--- src/rtl/retire_store_dmem_ctrl.sv ---
// retire_store_dmem_ctrl
//   Sits between the retire stage and the single data-memory port. Retired
//   stores go into an in-order circular store buffer and drain to Dmem. The
//   port is shared with at most one outstanding load from the load unit.
//   A load that aliases a buffered store (same 8-byte block) is held off until
//   the matching stores have been accepted. A drain-on-halt handshake is
//   provided through drain_req/drained.
//
// Build option:
//   SB_FWD_EN  - when defined, a load whose youngest aliasing entry has the
//                same addr and size is forwarded from the buffer (no Dmem
//                access). When undefined every alias blocks.
//
// Ports:
//   clock, reset        system clock, synchronous active-high reset
//   st_valid/addr/data/size   retired store push
//   sb_full, sb_empty   buffer occupancy flags
//   ld_req/addr/size    load request (held until ld_grant)
//   ld_grant            load accepted (Dmem or forward) this cycle
//   ld_done, ld_data    one-cycle pulse with raw 64-bit load data
//   drain_req, drained  halt handshake: drain stores, no new loads
//   proc2Dmem_*         command/addr/data/size to Dmem
//   Dmem2proc_*         response tag, return data, return tag
module retire_store_dmem_ctrl #(
  parameter  int unsigned SB_DEPTH   = 4,
  localparam int unsigned XLEN       = 32,
  localparam int unsigned MEM_SIZE_W = 2
) (
  input  logic                  clock,
  input  logic                  reset,
  input  logic                  st_valid,
  input  logic [XLEN-1:0]       st_addr,
  input  logic [XLEN-1:0]       st_data,
  input  logic [MEM_SIZE_W-1:0] st_size,
  output logic                  sb_full,
  output logic                  sb_empty,
  input  logic                  ld_req,
  input  logic [XLEN-1:0]       ld_addr,
  input  logic [MEM_SIZE_W-1:0] ld_size,
  output logic                  ld_grant,
  output logic                  ld_done,
  output logic [63:0]           ld_data,
  input  logic                  drain_req,
  output logic                  drained,
  output logic [1:0]            proc2Dmem_command,
  output logic [XLEN-1:0]       proc2Dmem_addr,
  output logic [63:0]           proc2Dmem_data,
  output logic [MEM_SIZE_W-1:0] proc2Dmem_size,
  input  logic [3:0]            Dmem2proc_response,
  input  logic [63:0]           Dmem2proc_data,
  input  logic [3:0]            Dmem2proc_tag
);

  localparam int unsigned PW = $clog2(SB_DEPTH);
  localparam int unsigned CW = PW + 1;

  localparam logic [1:0] BUS_NONE  = 2'd0;
  localparam logic [1:0] BUS_LOAD  = 2'd1;
  localparam logic [1:0] BUS_STORE = 2'd2;

`ifdef SB_FWD_EN
  typedef enum logic [1:0] {IDLE = 2'd0, LD_WAIT = 2'd1, LD_FWD = 2'd2} state_e;
`else
  typedef enum logic {IDLE = 1'b0, LD_WAIT = 1'b1} state_e;
`endif

  state_e                r_state;
  logic [PW-1:0]         r_head;
  logic [PW-1:0]         r_tail;
  logic [CW-1:0]         r_count;
  logic [3:0]            r_saved_tag;
  logic                  r_ld_done;
  logic [63:0]           r_ld_data;
  logic                  r_drained;
  logic [XLEN-1:0]       r_sb_addr [SB_DEPTH];
  logic [XLEN-1:0]       r_sb_data [SB_DEPTH];
  logic [MEM_SIZE_W-1:0] r_sb_size [SB_DEPTH];

  logic w_full;
  logic w_empty;
  logic w_resp;
  logic w_alias;
  logic w_ld_ok;
  logic w_ld_issue;
  logic w_st_issue;
  logic w_push;
  logic w_pop;
  logic w_tag_hit;
`ifdef SB_FWD_EN
  logic          w_fwd;
  logic [PW-1:0] w_young;
`endif

  assign w_full   = (r_count == CW'(SB_DEPTH));
  assign w_empty  = (r_count == '0);
  assign w_resp   = (Dmem2proc_response != 4'd0);
  assign sb_full  = w_full;
  assign sb_empty = w_empty;
  assign ld_done  = r_ld_done;
  assign ld_data  = r_ld_data;
  assign drained  = r_drained;

  // Walk the valid entries oldest to youngest; the last hit is the youngest
  // aliasing store, which is the one forwarding must source from.
  always_comb begin : p_alias
    logic [PW-1:0] v_idx;
    v_idx   = '0;
    w_alias = 1'b0;
`ifdef SB_FWD_EN
    w_young = '0;
`endif
    for (int unsigned k = 0; k < SB_DEPTH; k++) begin
      v_idx = r_head + PW'(k);
      if ((CW'(k) < r_count) &&
          (r_sb_addr[v_idx][XLEN-1:3] == ld_addr[XLEN-1:3])) begin
        w_alias = 1'b1;
`ifdef SB_FWD_EN
        w_young = v_idx;
`endif
      end
    end
  end

  // Full buffer or a pending halt gives stores the port; otherwise an
  // unaliased load wins, and the head store takes any idle slot.
  always_comb begin : p_issue
    w_ld_ok    = (r_state == IDLE) && ld_req && !drain_req && !w_full;
    w_ld_issue = w_ld_ok && !w_alias;
`ifdef SB_FWD_EN
    w_fwd      = w_ld_ok && w_alias &&
                 (r_sb_addr[w_young] == ld_addr) &&
                 (r_sb_size[w_young] == ld_size);
    w_st_issue = !w_empty && !w_ld_issue && !w_fwd;
    ld_grant   = (w_ld_issue && w_resp) || w_fwd;
`else
    w_st_issue = !w_empty && !w_ld_issue;
    ld_grant   = w_ld_issue && w_resp;
`endif
    proc2Dmem_command = BUS_NONE;
    proc2Dmem_addr    = '0;
    proc2Dmem_data    = '0;
    proc2Dmem_size    = '0;
    if (w_ld_issue) begin
      proc2Dmem_command = BUS_LOAD;
      proc2Dmem_addr    = ld_addr;
      proc2Dmem_size    = ld_size;
    end else if (w_st_issue) begin
      proc2Dmem_command = BUS_STORE;
      proc2Dmem_addr    = r_sb_addr[r_head];
      proc2Dmem_data    = {{(64-XLEN){1'b0}}, r_sb_data[r_head]};
      proc2Dmem_size    = r_sb_size[r_head];
    end
  end

  assign w_push    = st_valid && !w_full;
  assign w_pop     = w_st_issue && w_resp;
  assign w_tag_hit = (r_state == LD_WAIT) && (Dmem2proc_tag != 4'd0) &&
                     (Dmem2proc_tag == r_saved_tag);

  always_ff @(posedge clock) begin
    if (reset) begin
      r_state     <= IDLE;
      r_head      <= '0;
      r_tail      <= '0;
      r_count     <= '0;
      r_saved_tag <= '0;
      r_ld_done   <= 1'b0;
      r_ld_data   <= '0;
      r_drained   <= 1'b1;
    end else begin
      r_ld_done <= 1'b0;
      r_drained <= w_empty && (r_state == IDLE);

      if (w_push) begin
        r_sb_addr[r_tail] <= st_addr;
        r_sb_data[r_tail] <= st_data;
        r_sb_size[r_tail] <= st_size;
        r_tail            <= r_tail + 1'b1;
      end
      if (w_pop) begin
        r_head <= r_head + 1'b1;
      end
      unique case ({w_push, w_pop})
        2'b10:   r_count <= r_count + 1'b1;
        2'b01:   r_count <= r_count - 1'b1;
        default: r_count <= r_count;
      endcase

      case (r_state)
        IDLE: begin
          if (w_ld_issue && w_resp) begin
            r_saved_tag <= Dmem2proc_response;
            r_state     <= LD_WAIT;
          end
`ifdef SB_FWD_EN
          else if (w_fwd) begin
            r_ld_data <= {{(64-XLEN){1'b0}}, r_sb_data[w_young]};
            r_ld_done <= 1'b1;
            r_state   <= LD_FWD;
          end
`endif
        end
        LD_WAIT: begin
          if (w_tag_hit) begin
            r_ld_data <= Dmem2proc_data;
            r_ld_done <= 1'b1;
            r_state   <= IDLE;
          end
        end
`ifdef SB_FWD_EN
        LD_FWD:  r_state <= IDLE;
`endif
        default: r_state <= IDLE;
      endcase
    end
  end

endmodule

--- config.mk ---
export PLATFORM = sky130hd
export DESIGN_NAME = retire_store_dmem_ctrl
export DESIGN_NICKNAME = d
export VERILOG_FILES = /design/src/rtl/retire_store_dmem_ctrl.sv
export SDC_FILE = /design/constraint.sdc
export NUM_CORES = 1
export LEC_CHECK = 0
export CAP_MARGIN = 20
export CORE_UTILIZATION = 36
export DETAILED_ROUTE_END_ITERATION = 10
export SYNTH_ARGS = -nofsm -noshare
export SYNTH_HDL_FRONTEND = slang
export SYNTH_SLANG_ARGS = --single-unit
--- constraint.sdc ---
create_clock -name clock -period 10.1 [get_ports clock]
set_input_delay 1.01 -clock clock [delete_from_list [all_inputs] [get_ports clock]]
set_output_delay 1.01 -clock clock [all_outputs]
set_load 0.005 [all_outputs]
==> metrics.md, run 1 <==
| Metric | Value |
|---|---|
| Initial Util | `a little over a third` |
| Length of the first detailed-routing pass in iterations | `5` |
| Synth async-reset ratio | `0%` |
| CTS Buffer Depth | `3` |
| Max-cap viol count | `0` |
| Worst-skew pair later-pin latency | `around 0.57 ns` |
| Critical path class | `reg -> out` |
| Placer Congestion | `0.903` |
| Worst reg2reg endpoint | `r_count[2]` |
| Outcome | `complete, no violations` |
| Mux cell area share after synthesis | `about 21%` |
| Slew Limit Fails | `0` |
| Largest cells by area after synthesis | `edfxtp_1 (45%), mux4_2 (15%), dfxtp_1 (9.2%)` |
| Final Worst Setup Slack | `approximately 3.6 ns` |
| Post-CTS Setup Bufs | `0` |
| Complex-gate fraction of the synthesized area | `between 4 and 5%` |
| Clock Skews | `between 0.02 and 0.03 ns` |
| Initial antenna violation count | `8` |
| Most frequent cells in the layout | `clkdlybuf4s50_1 (312), edfxtp_1 (264), nand2_1 (170)` |
| Xor and xnor fraction of the mapped netlist area | `under 10%` |
| Cell area after synthesis | `roughly 17000 um2` |
| Vias per cell | `between 5 and 6` |
| Iteration-0 DRC Markers | `830` |
| Drt total wl | `about 49000 um` |
| Hold Crit Class | `reg -> reg` |
| Largest family of logic cells by synthesized area | `multiplexers` |
| Most common cell after layout, fill and taps aside | `clkdlybuf4s50_1` |
| Synth unique cells | `a little under 60` |
| PortBufs | `between 300 and 400` |
| Yosys Warn Count | `0` |
| Setup-failing EPs final | `0` |
| Static Leak | `about 7.1 nW` |
| Largest net degree at the start of global routing | `between 80 and 90` |
| Simple-gate share of the synthesized area | `about 8.5%` |
| Mean Syn Cell Area | `roughly 14 um2` |
| F_max | `0.153 GHz` |
| Non-filler instance count after layout | `approximately 2200` |
| Slew @ Worst Pin | `1.02 ns` |
| Area leader, netlist | `edfxtp_1` |
| WL per Instance | `roughly 22 um` |
| EDFF count, synth | `between 200 and 300` |
| Crit share post-route | `between 60% and 70%` |
| Crit path required time | `9.09 ns` |
| Post-Synth Adder-Cell Area | `less than 1%` |
| CTS tree | `built` |
| CP endpoint kind | `primary output` |
| Hold Startpoint | `ld_data[63]` |
| Crit path time final | `between 6 and 7 ns` |
| Vias | `around 12000` |
| Share of layout cells above drive strength 1 | `between 10% and 20%` |
| Vias in the first global route | `roughly 12000` |
| Post-synth top area share | `about 45%` |
| Clk pin slew, worst setup/hold paths | `0.06 ns` |
| CP Launch Type | `flip-flop` |
| Hold Buf Count CTS | `0` |
| Post-Syn Instances | `roughly 1300` |
| Clock sinks | `344` |
| RSZ-0062 raised after global routing | `false` |
| Hold EP | `ld_data[63]` |
| Number of cells on the worst hold path | `2` |
| Flop-to-flop setup slack | `4.97 ns` |
| GR Util All Layers | `19.8%` |
| # IOs | `approximately 350` |
| Worst r2r src | `r_head[0]` |
| Die Ht | `approximately 220 um` |
| Root Driver | `clkbuf_16` |
| Row cnt | `80` |
| Dpl cells | `2131` |
| Inserted Clock Buffers | `40` |
| R2r worst-path depth | `12` |
| Residual DRC | `0` |
| Routed Antenna Nets | `0` |
| Die W | `roughly 220 um` |
| Max IR drop VDD | `~130 uV` |
| Final net count | `roughly 1700` |
| Post-DP HPWL | `roughly 33000 um` |
| Worst-path maximum fanout | `70` |
| CP Data Arrival Time | `about 5.5 ns` |
| Post-synthesis sequential area ratio | `54.7%` |
| GRT overflow | `0` |
| Fin. Hold Viols | `0` |
| Slew margin rel. | `approximately a third` |
| Core box area | `roughly 48000 um2` |
| #FFs+latches synth | `approximately 340` |
| Post-Place Setup Slack | `~4.1 ns` |
| Die area | `49300 um2` |
| Predominant post-synthesis flop cell | `edfxtp_1` |
| H-tree depth | `2` |
| Pwr dens | `~230 nW/um2` |
| Total negative slack | `0 ns` |
| First-pass GRT wire length | `approximately 73000 um` |
| CTS resizes | `0` |
| Syn-to-layout area delta | `27.7%` |
## worst max-delay path, stage by stage, from the launching register on
cell	delay, ns
dfxtp_4	0.95
buf_4	0.76
mux4_2	0.60
xnor2_1	0.28
nand4_1	0.28
a211oi_1	0.45
a41o_1	0.31
nor3_4	0.07
buf_12	0.25
mux2i_1	0.38
clkdlybuf4s50_1	0.59
## metal layers
| layer | vias up | part of all wire, % | global-route usage [%] |
|---|---|---|---|
| li1 | 5292 | - | - |
| met1 | 5832 | 43 | 26.5 |
| met2 | 394 | 49 | 32.5 |
| met3 | 65 | 6.4 | 4.16 |
| met4 | 8 | 1.7 | 5.22 |
| met5 | - | 0.088 | 0 |
## per-stage QoR
step / utilization [%] / hold WS (ns) / cell area (um2) / power (mW)
floorplan: - / 0.453 / 17500 / 2.91
CTS: 46.6 / 0.453 / 22200 / 5.10
detailed placement: 43.8 / 0.446 / 20900 / 3.58
global route: 46.6 / 0.470 / 22200 / 5.27
global placement: 43.8 / 0.442 / 20900 / 3.58
finish: 46.6 / 0.452 / 22300 / 5.03
## state kept, by name (all words and copies together) (netlist names), named ones only
| register | count |
|---|---|
| r_head | 2 |
| drained | 1 |
| ld_data | 64 |
| r_sb_size | 8 |
| r_state | 1 |
| r_saved_tag | 4 |
| r_tail | 2 |
| r_count | 3 |
| ld_done | 1 |
| r_sb_addr | 128 |
| r_sb_data | 128 |
## cells in the mapped netlist, types with 6 or more instances
cell type,number
a21oi_1,77
and2_1,7
buf_2,11
buf_4,47
buf_6,9
clkbuf_1,46
dfxtp_1,80
edfxtp_1,264
ha_1,9
inv_1,35
mux2_2,6
mux2i_1,95
mux4_2,118
nand2_1,170
nand2b_1,14
nand4_1,12
nor2_1,22
nor3_1,8
nor3b_1,32
nor4_1,18
o21ai_0,7
o22ai_1,11
xnor2_1,110
## power by group
| part | switching [mW] | total, mW | internal [mW] |
|---|---|---|---|
| logic | 0.833 | 1.80 | 0.965 |
| registers | 0.143 | 1.74 | 1.60 |
| clock network | 0.576 | 1.49 | 0.916 |
## kinds of logic (layout without fill, tap and decap cells)
| logic type | Yosys count | after routing |
|---|---|---|
| AO/OA/AOI/OAI | 123 | 123 |
| XOR/XNOR | 115 | 115 |
| adder cells (fa/ha/maj) | 9 | 9 |
| buffers and inverters | 154 | 435 |
| flip-flops | 344 | 344 |
| multiplexers | 223 | 223 |
| other | 1 | 35 |
| AND/OR/NAND/NOR | 304 | 304 |
## how the worst max path moves through the flow
stage,endpoint,depth (start not counted),startpoint
5_1_grt,proc2Dmem_addr[3],11,r_head[0]
3_3_place_gp,proc2Dmem_addr[3],11,ld_addr[17]
6_report,proc2Dmem_addr[3],10,r_head[0]
4_1_cts,proc2Dmem_addr[3],11,r_head[0]
3_5_place_dp,proc2Dmem_addr[3],11,r_head[0]
2_1_floorplan,proc2Dmem_addr[10],10,ld_addr[28]
## layout make-up
type / count / area (um2)
fill: 4239 / 25500
sequential: 344 / 9540
multi-input combinational: 806 / 7180
timing repair buffer: 328 / 3250
clock buffer: 50 / 1090
tap: 615 / 769
clock inverter: 19 / 262
inverter: 38 / 143
antenna: 3 / 7.51
No activity file was read; power rests on OpenSTA's default activity.
==> run 2: changes to the inputs <==
==> constraint.sdc (replaced) <==
create_clock -name clock -period 6.3 [get_ports clock]
set_input_delay 0.63 -clock clock [delete_from_list [all_inputs] [get_ports clock]]
set_output_delay 0.63 -clock clock [all_outputs]
set_load 0.005 [all_outputs]
==> metrics.md, run 2 (synthesized netlist as in run 1, its figures left out) <==
| Metric | Value |
|---|---|
| Slew margin rel. | `about 37%` |
| Setup-failing EPs final | `0` |
| Dpl cells | `around 2100` |
| Slew @ Worst Pin | `around 0.95 ns` |
| Share of layout cells above drive strength 1 | `13.9%` |
| Critical Path End | `proc2Dmem_addr[3]` |
| Worst r2r src | `r_head[1]` |
| Post-CTS Setup Bufs | `0` |
| Residual DRC | `0` |
| Max-cap viol count | `0` |
| Pwr Total | `roughly 8.0 mW` |
| Crit path required time | `~5.7 ns` |
| Largest net degree at the start of global routing | `86` |
| Drt total wl | `about 48000 um` |
| Worst-path maximum fanout | `64` |
| Crit share post-route | `94.7%` |
| Die W | `222 um` |
| Inserted Clock Buffers | `40` |
| Iteration-0 DRC Markers | `between 700 and 800` |
| CTS resizes | `0` |
| Slew Limit Fails | `0` |
| # IOs | `about 350` |
| F_max | `around 0.17 GHz` |
| Placer Congestion | `0.850` |
| Final net count | `about 1800` |
| Static Leak | `7.09 nW` |
| Critical path class | `reg -> out` |
| Clock sinks | `approximately 340` |
| Worst setup path start | `r_head[1]` |
| GRT overflow | `0` |
| Initial antenna violation count | `9` |
| Outcome | `complete, no violations` |
| CTS tree | `built` |
| Routed Antenna Nets | `0` |
| Clock Skews | `around 0.023 ns` |
| CTS Buffer Depth | `3` |
| Length of the first detailed-routing pass in iterations | `5` |
| Root Driver | `clkbuf_16` |
| RSZ-0062 raised after global routing | `false` |
| Worst reg2reg endpoint | `r_count[2]` |
| Max IR drop VDD | `approximately 210 uV` |
| Post-DP HPWL | `33500 um` |
| First-pass GRT wire length | `a little over 70000 um` |
| Flop-to-flop setup slack | `~1.5 ns` |
| Post-layout util | `a little under half` |
| Crit path time final | `around 6 ns` |
| Hold Crit Class | `reg -> reg` |
| CP Launch Type | `flip-flop` |
| Most common cell after layout, fill and taps aside | `clkdlybuf4s50_1` |
| Die area | `49300 um2` |
| Pwr dens | `~360 nW/um2` |
| Core box area | `47700 um2` |
| CP Data Arrival Time | `around 5.3 ns` |
| Syn-to-layout area delta | `28.1%` |
| Fin. Hold Viols | `0` |
| H-tree depth | `2` |
| Worst-skew pair later-pin latency | `0.58 ns` |
| Non-filler instance count after layout | `around 2200` |
| Hold Buf Count CTS | `0` |
| Initial Util | `a little over a third` |
| GR Util All Layers | `19.3%` |
| WL per Instance | `~22 um` |
| Most frequent cells in the layout | `clkdlybuf4s50_1 (312), edfxtp_1 (264), nand2_1 (170)` |
| Clk pin slew, worst setup/hold paths | `around 0.05 ns` |
| Vias per cell | `about 5.2` |
| Die Ht | `roughly 220 um` |
| Total negative slack | `0 ns` |
| PortBufs | `between 300 and 400` |
| R2r worst-path depth | `13` |
| Hold_ws | `around 0.45 ns` |
| Vias in the first global route | `about 11000` |
| Vias | `between 10000 and 15000` |
| CP endpoint kind | `primary output` |
| Row cnt | `80` |
run 2: cell types whose count changed in the layout (fill, tap and decap cells not counted), sizes merged:
cell      delta
buf          +7
bufinv       -1
clkbuf       -3
clkinv       +8
clkinvlp     -1
inv          -1
run 2: routing by layer:
| layer | wire length (um) | part of all wire, % | track usage, % |
|---|---|---|---|
| met1 | 20900 | 43 | 25.7 |
| met2 | 23100 | 48 | 31.1 |
| met3 | 2870 | 6.0 | 4.17 |
| met4 | 1220 | 2.5 | 7.08 |
| met5 | 58 | 0.12 | 0 |
run 2: stage by stage:
stage | instance area [um2] | setup WS (ns)
finish | 22300 | 0.335
global route | 22300 | 0.106
CTS | 22300 | 0.310
detailed placement | 21000 | 0.920
global placement | 21000 | 0.979
floorplan | 17500 | 2.93
run 2: power breakdown:
group          leakage (nW)  switching, mW  total, mW  internal [mW]
registers              3.05          0.243       2.81           2.57
clock network         0.658          0.941       2.35           1.41
logic                  3.39           1.32       2.89           1.57
total                  7.09           2.51       8.05           5.54
run 2: worst min path at each step:
stage | startpoint | end | slack (ns) | cells after the start
finish | ld_data[5] | ld_data[5] | 0.45 | 2
global route | ld_data[19] | ld_data[19] | 0.47 | 2
CTS | ld_data[19] | ld_data[19] | 0.45 | 2
detailed placement | ld_data[19] | ld_data[19] | 0.45 | 2
global placement | ld_data[20] | ld_data[20] | 0.44 | 2
floorplan | ld_data[0] | ld_data[0] | 0.45 | 2
run 2: worst max-delay path: stages (launching register included):
cell and delay, ns:
dfxtp_4 0.96, mux4_2 0.61, xnor2_1 0.43, nor4_1 0.14, nand3_1 0.18, nor4_1 0.10
and2_2 0.24, nor3_4 0.59, buf_4 0.47, mux2i_1 0.44, clkdlybuf4s50_1 0.59
run 2: cell type report:
| type | count | area [um2] |
|---|---|---|
| Fill cell | 4210 | 25400 |
| Sequential cell | 344 | 9540 |
| Multi-Input combinational cell | 806 | 7180 |
| Timing Repair Buffer | 335 | 3320 |
| Clock buffer | 47 | 1050 |
| Tap cell | 615 | 769 |
| Clock inverter | 24 | 304 |
| Inverter | 38 | 143 |
| Antenna cell | 3 | 7.51 |
==> run 3: changes to the inputs <==
--- a/config.mk
+++ b/config.mk
@@ -6,6 +6,7 @@
 export NUM_CORES = 1
 export LEC_CHECK = 0
 export CAP_MARGIN = 20
+export CORE_ASPECT_RATIO = 0.6
 export CORE_UTILIZATION = 36
 export DETAILED_ROUTE_END_ITERATION = 10
 export SYNTH_ARGS = -nofsm -noshare
==> constraint.sdc (replaced) <==
create_clock -name clock -period 5.2 [get_ports clock]
set_input_delay 0.52 -clock clock [delete_from_list [all_inputs] [get_ports clock]]
set_output_delay 0.52 -clock clock [all_outputs]
set_load 0.005 [all_outputs]
==> metrics.md, run 3 (synthesized netlist as in run 1, its figures left out) <==
| Metric | Value |
|---|---|
| Inserted Clock Buffers | `37` |
| Static Leak | `~7.3 nW` |
| FF+latch area | `between 9000 and 10000 um2` |
| CP max-delay cell | `nor3_1` |
| Die W | `approximately 290 um` |
| Pwr dens | `437 nW/um2` |
| Multi-input gate area | `7210 um2` |
| GR Util All Layers | `between 20 and 25%` |
| Hold Buf Count CTS | `0` |
| Vias in the first global route | `around 11000` |
| PortBufs | `approximately 310` |
| # IOs | `~350` |
| Row cnt | `between 60 and 70` |
| Initial antenna violation count | `2` |
| Routed Antenna Nets | `0` |
| CP peak stage delay | `0.75 ns` |
| Critical path class | `reg -> out` |
| Core box area | `about 48000 um2` |
| Vias per cell | `between 5 and 6` |
| Post-DP HPWL | `roughly 36000 um` |
| CP Launch Type | `flip-flop` |
| Most frequent CP cell | `buf_4` |
| Total negative slack | `0 ns` |
| GRT overflow | `0` |
| Max IR drop VDD | `235 uV` |
| Length of the first detailed-routing pass in iterations | `5` |
| CTS Buffer Depth | `3` |
| Crit share post-route | `slightly below 100%` |
| Max-cap viol count | `0` |
| WP buf/inv | `4` |
| Root Driver | `clkbuf_16` |
| Fin. Hold Viols | `0` |
| Hold_ws | `approximately 0.45 ns` |
| F_max | `0.196 GHz` |
| Critical path's top delay family | `simple AND/OR/NAND/NOR gates` |
| Final net count | `around 1800` |
| Clock Skews | `around 0.0097 ns` |
| H-tree depth | `2` |
| Syn-to-layout area delta | `30.1%` |
| Hold Crit Class | `reg -> reg` |
| Dpl cell area | `21200 um2` |
| Setup-failing EPs final | `0` |
| Iteration-0 DRC Markers | `approximately 1100` |
| Slew @ Worst Pin | `a little over 1 ns` |
| Initial Util | `between 30% and 40%` |
| RSZ-0062 raised after global routing | `false` |
| CP Data Arrival Time | `4.57 ns` |
| Clk pin slew, worst setup/hold paths | `about 0.06 ns` |
| Outcome | `complete, no violations` |
| Die area | `49300 um2` |
| Most common cell after layout, fill and taps aside | `clkdlybuf4s50_1` |
| Drt total wl | `51500 um` |
| Worst path cell trace | `buf_4, mux2i_1, xnor2_1, nor3_1, o211ai_1, nor4_1, buf_4, a41o_1, nor3_4, buf_12, nor3b_1, clkdlybuf4s50_1` |
| Crit path required time | `4.68 ns` |
| Most frequent cells in the layout | `clkdlybuf4s50_1 (312), edfxtp_1 (264), nand2_1 (170)` |
| Filler cells | `4253` |
| CP endpoint kind | `primary output` |
| Slew Limit Fails | `0` |
| CTS tree | `built` |
| First-pass GRT wire length | `slightly above 70000 um` |
| Residual DRC | `0` |
| Worst-skew pair later-pin latency | `~0.54 ns` |
| Die Ht | `between 150 and 200 um` |
| Largest net degree at the start of global routing | `between 80 and 90` |
| Vias | `~12000` |
| Share of layout cells above drive strength 1 | `16.2%` |
| WL per Instance | `~23 um` |
| Placer Congestion | `0.908` |
| Crit path time final | `slightly above 5 ns` |
| Clock sinks | `about 340` |
| Final instance area | `around 23000 um2` |
| Worst-path maximum fanout | `25` |
| Slew margin rel. | `32.2%` |
[run 3: power by group]
part,leakage (nW),internal [mW],switching [mW]
Combinational,3.63,2.12,1.94
Sequential,3.05,3.11,0.119
Clock,0.579,1.54,1.09
Total,7.26,6.76,3.15
[run 3: through the flow]
stage | util (%) | instances | power [mW] | worst slack (ns)
after floorplan | - | 1304 | 5.66 | 1.83
after global placement | 44.4 | 2183 | 7.12 | 0.341
after detailed placement | 44.4 | 2183 | 7.14 | 0.343
after CTS | 46.9 | 2249 | 9.82 | 0.0429
after global routing | 47.4 | 2269 | 10.4 | 0.0110
final | 47.4 | 2270 | 9.91 | 0.105
[run 3: metal layers]
metal / up-vias / GRT usage, % / routed length [um] / share of wire (%)
met2: 421 / 30.1 / 23300 / 45
met1: 5942 / 29.4 / 23600 / 46
met3: 50 / 4.55 / 3890 / 7.5
met5: - / 0 / 0 / 0
met4: 0 / 4.21 / 660 / 1.3
li1: 5384 / - / - / -
[run 3: tightest hold or removal path, cell delays in order (launching register included)]
cell	delay, ns
dfxtp_1	0.31
nand2_1	0.05
a21oi_1	0.05
[run 3: path summary, 6_finish.rpt]
path,from,to,slack (ns),cells after the start
worst max-delay path,flip-flop,proc2Dmem_data[18],0.11,12
worst min-delay path,ld_data[14],ld_data[14],0.45,2
worst max register to register,flip-flop,r_count[2],0.81,15
worst min register to register,ld_data[14],ld_data[14],0.45,2
[run 3: layout make-up]
| class | instances | share of cell area [%] |
|---|---|---|
| Sequential cell | 344 | 42.1 |
| Antenna cell | 2 | 0.0221 |
| Clock buffer | 46 | 4.28 |
| Multi-Input combinational cell | 806 | 31.8 |
| Clock inverter | 19 | 0.988 |
| Tap cell | 640 | 3.53 |
| Inverter | 38 | 0.629 |
| Timing Repair Buffer | 375 | 16.6 |
[run 3: timing repair]
item,in CTS,in global routing
pin swaps,0,1
hold endpoints to repair,0,0
gates cloned,0,0
buffers inserted,1,19
setup endpoints to repair,16,67
gates resized for setup,0,6
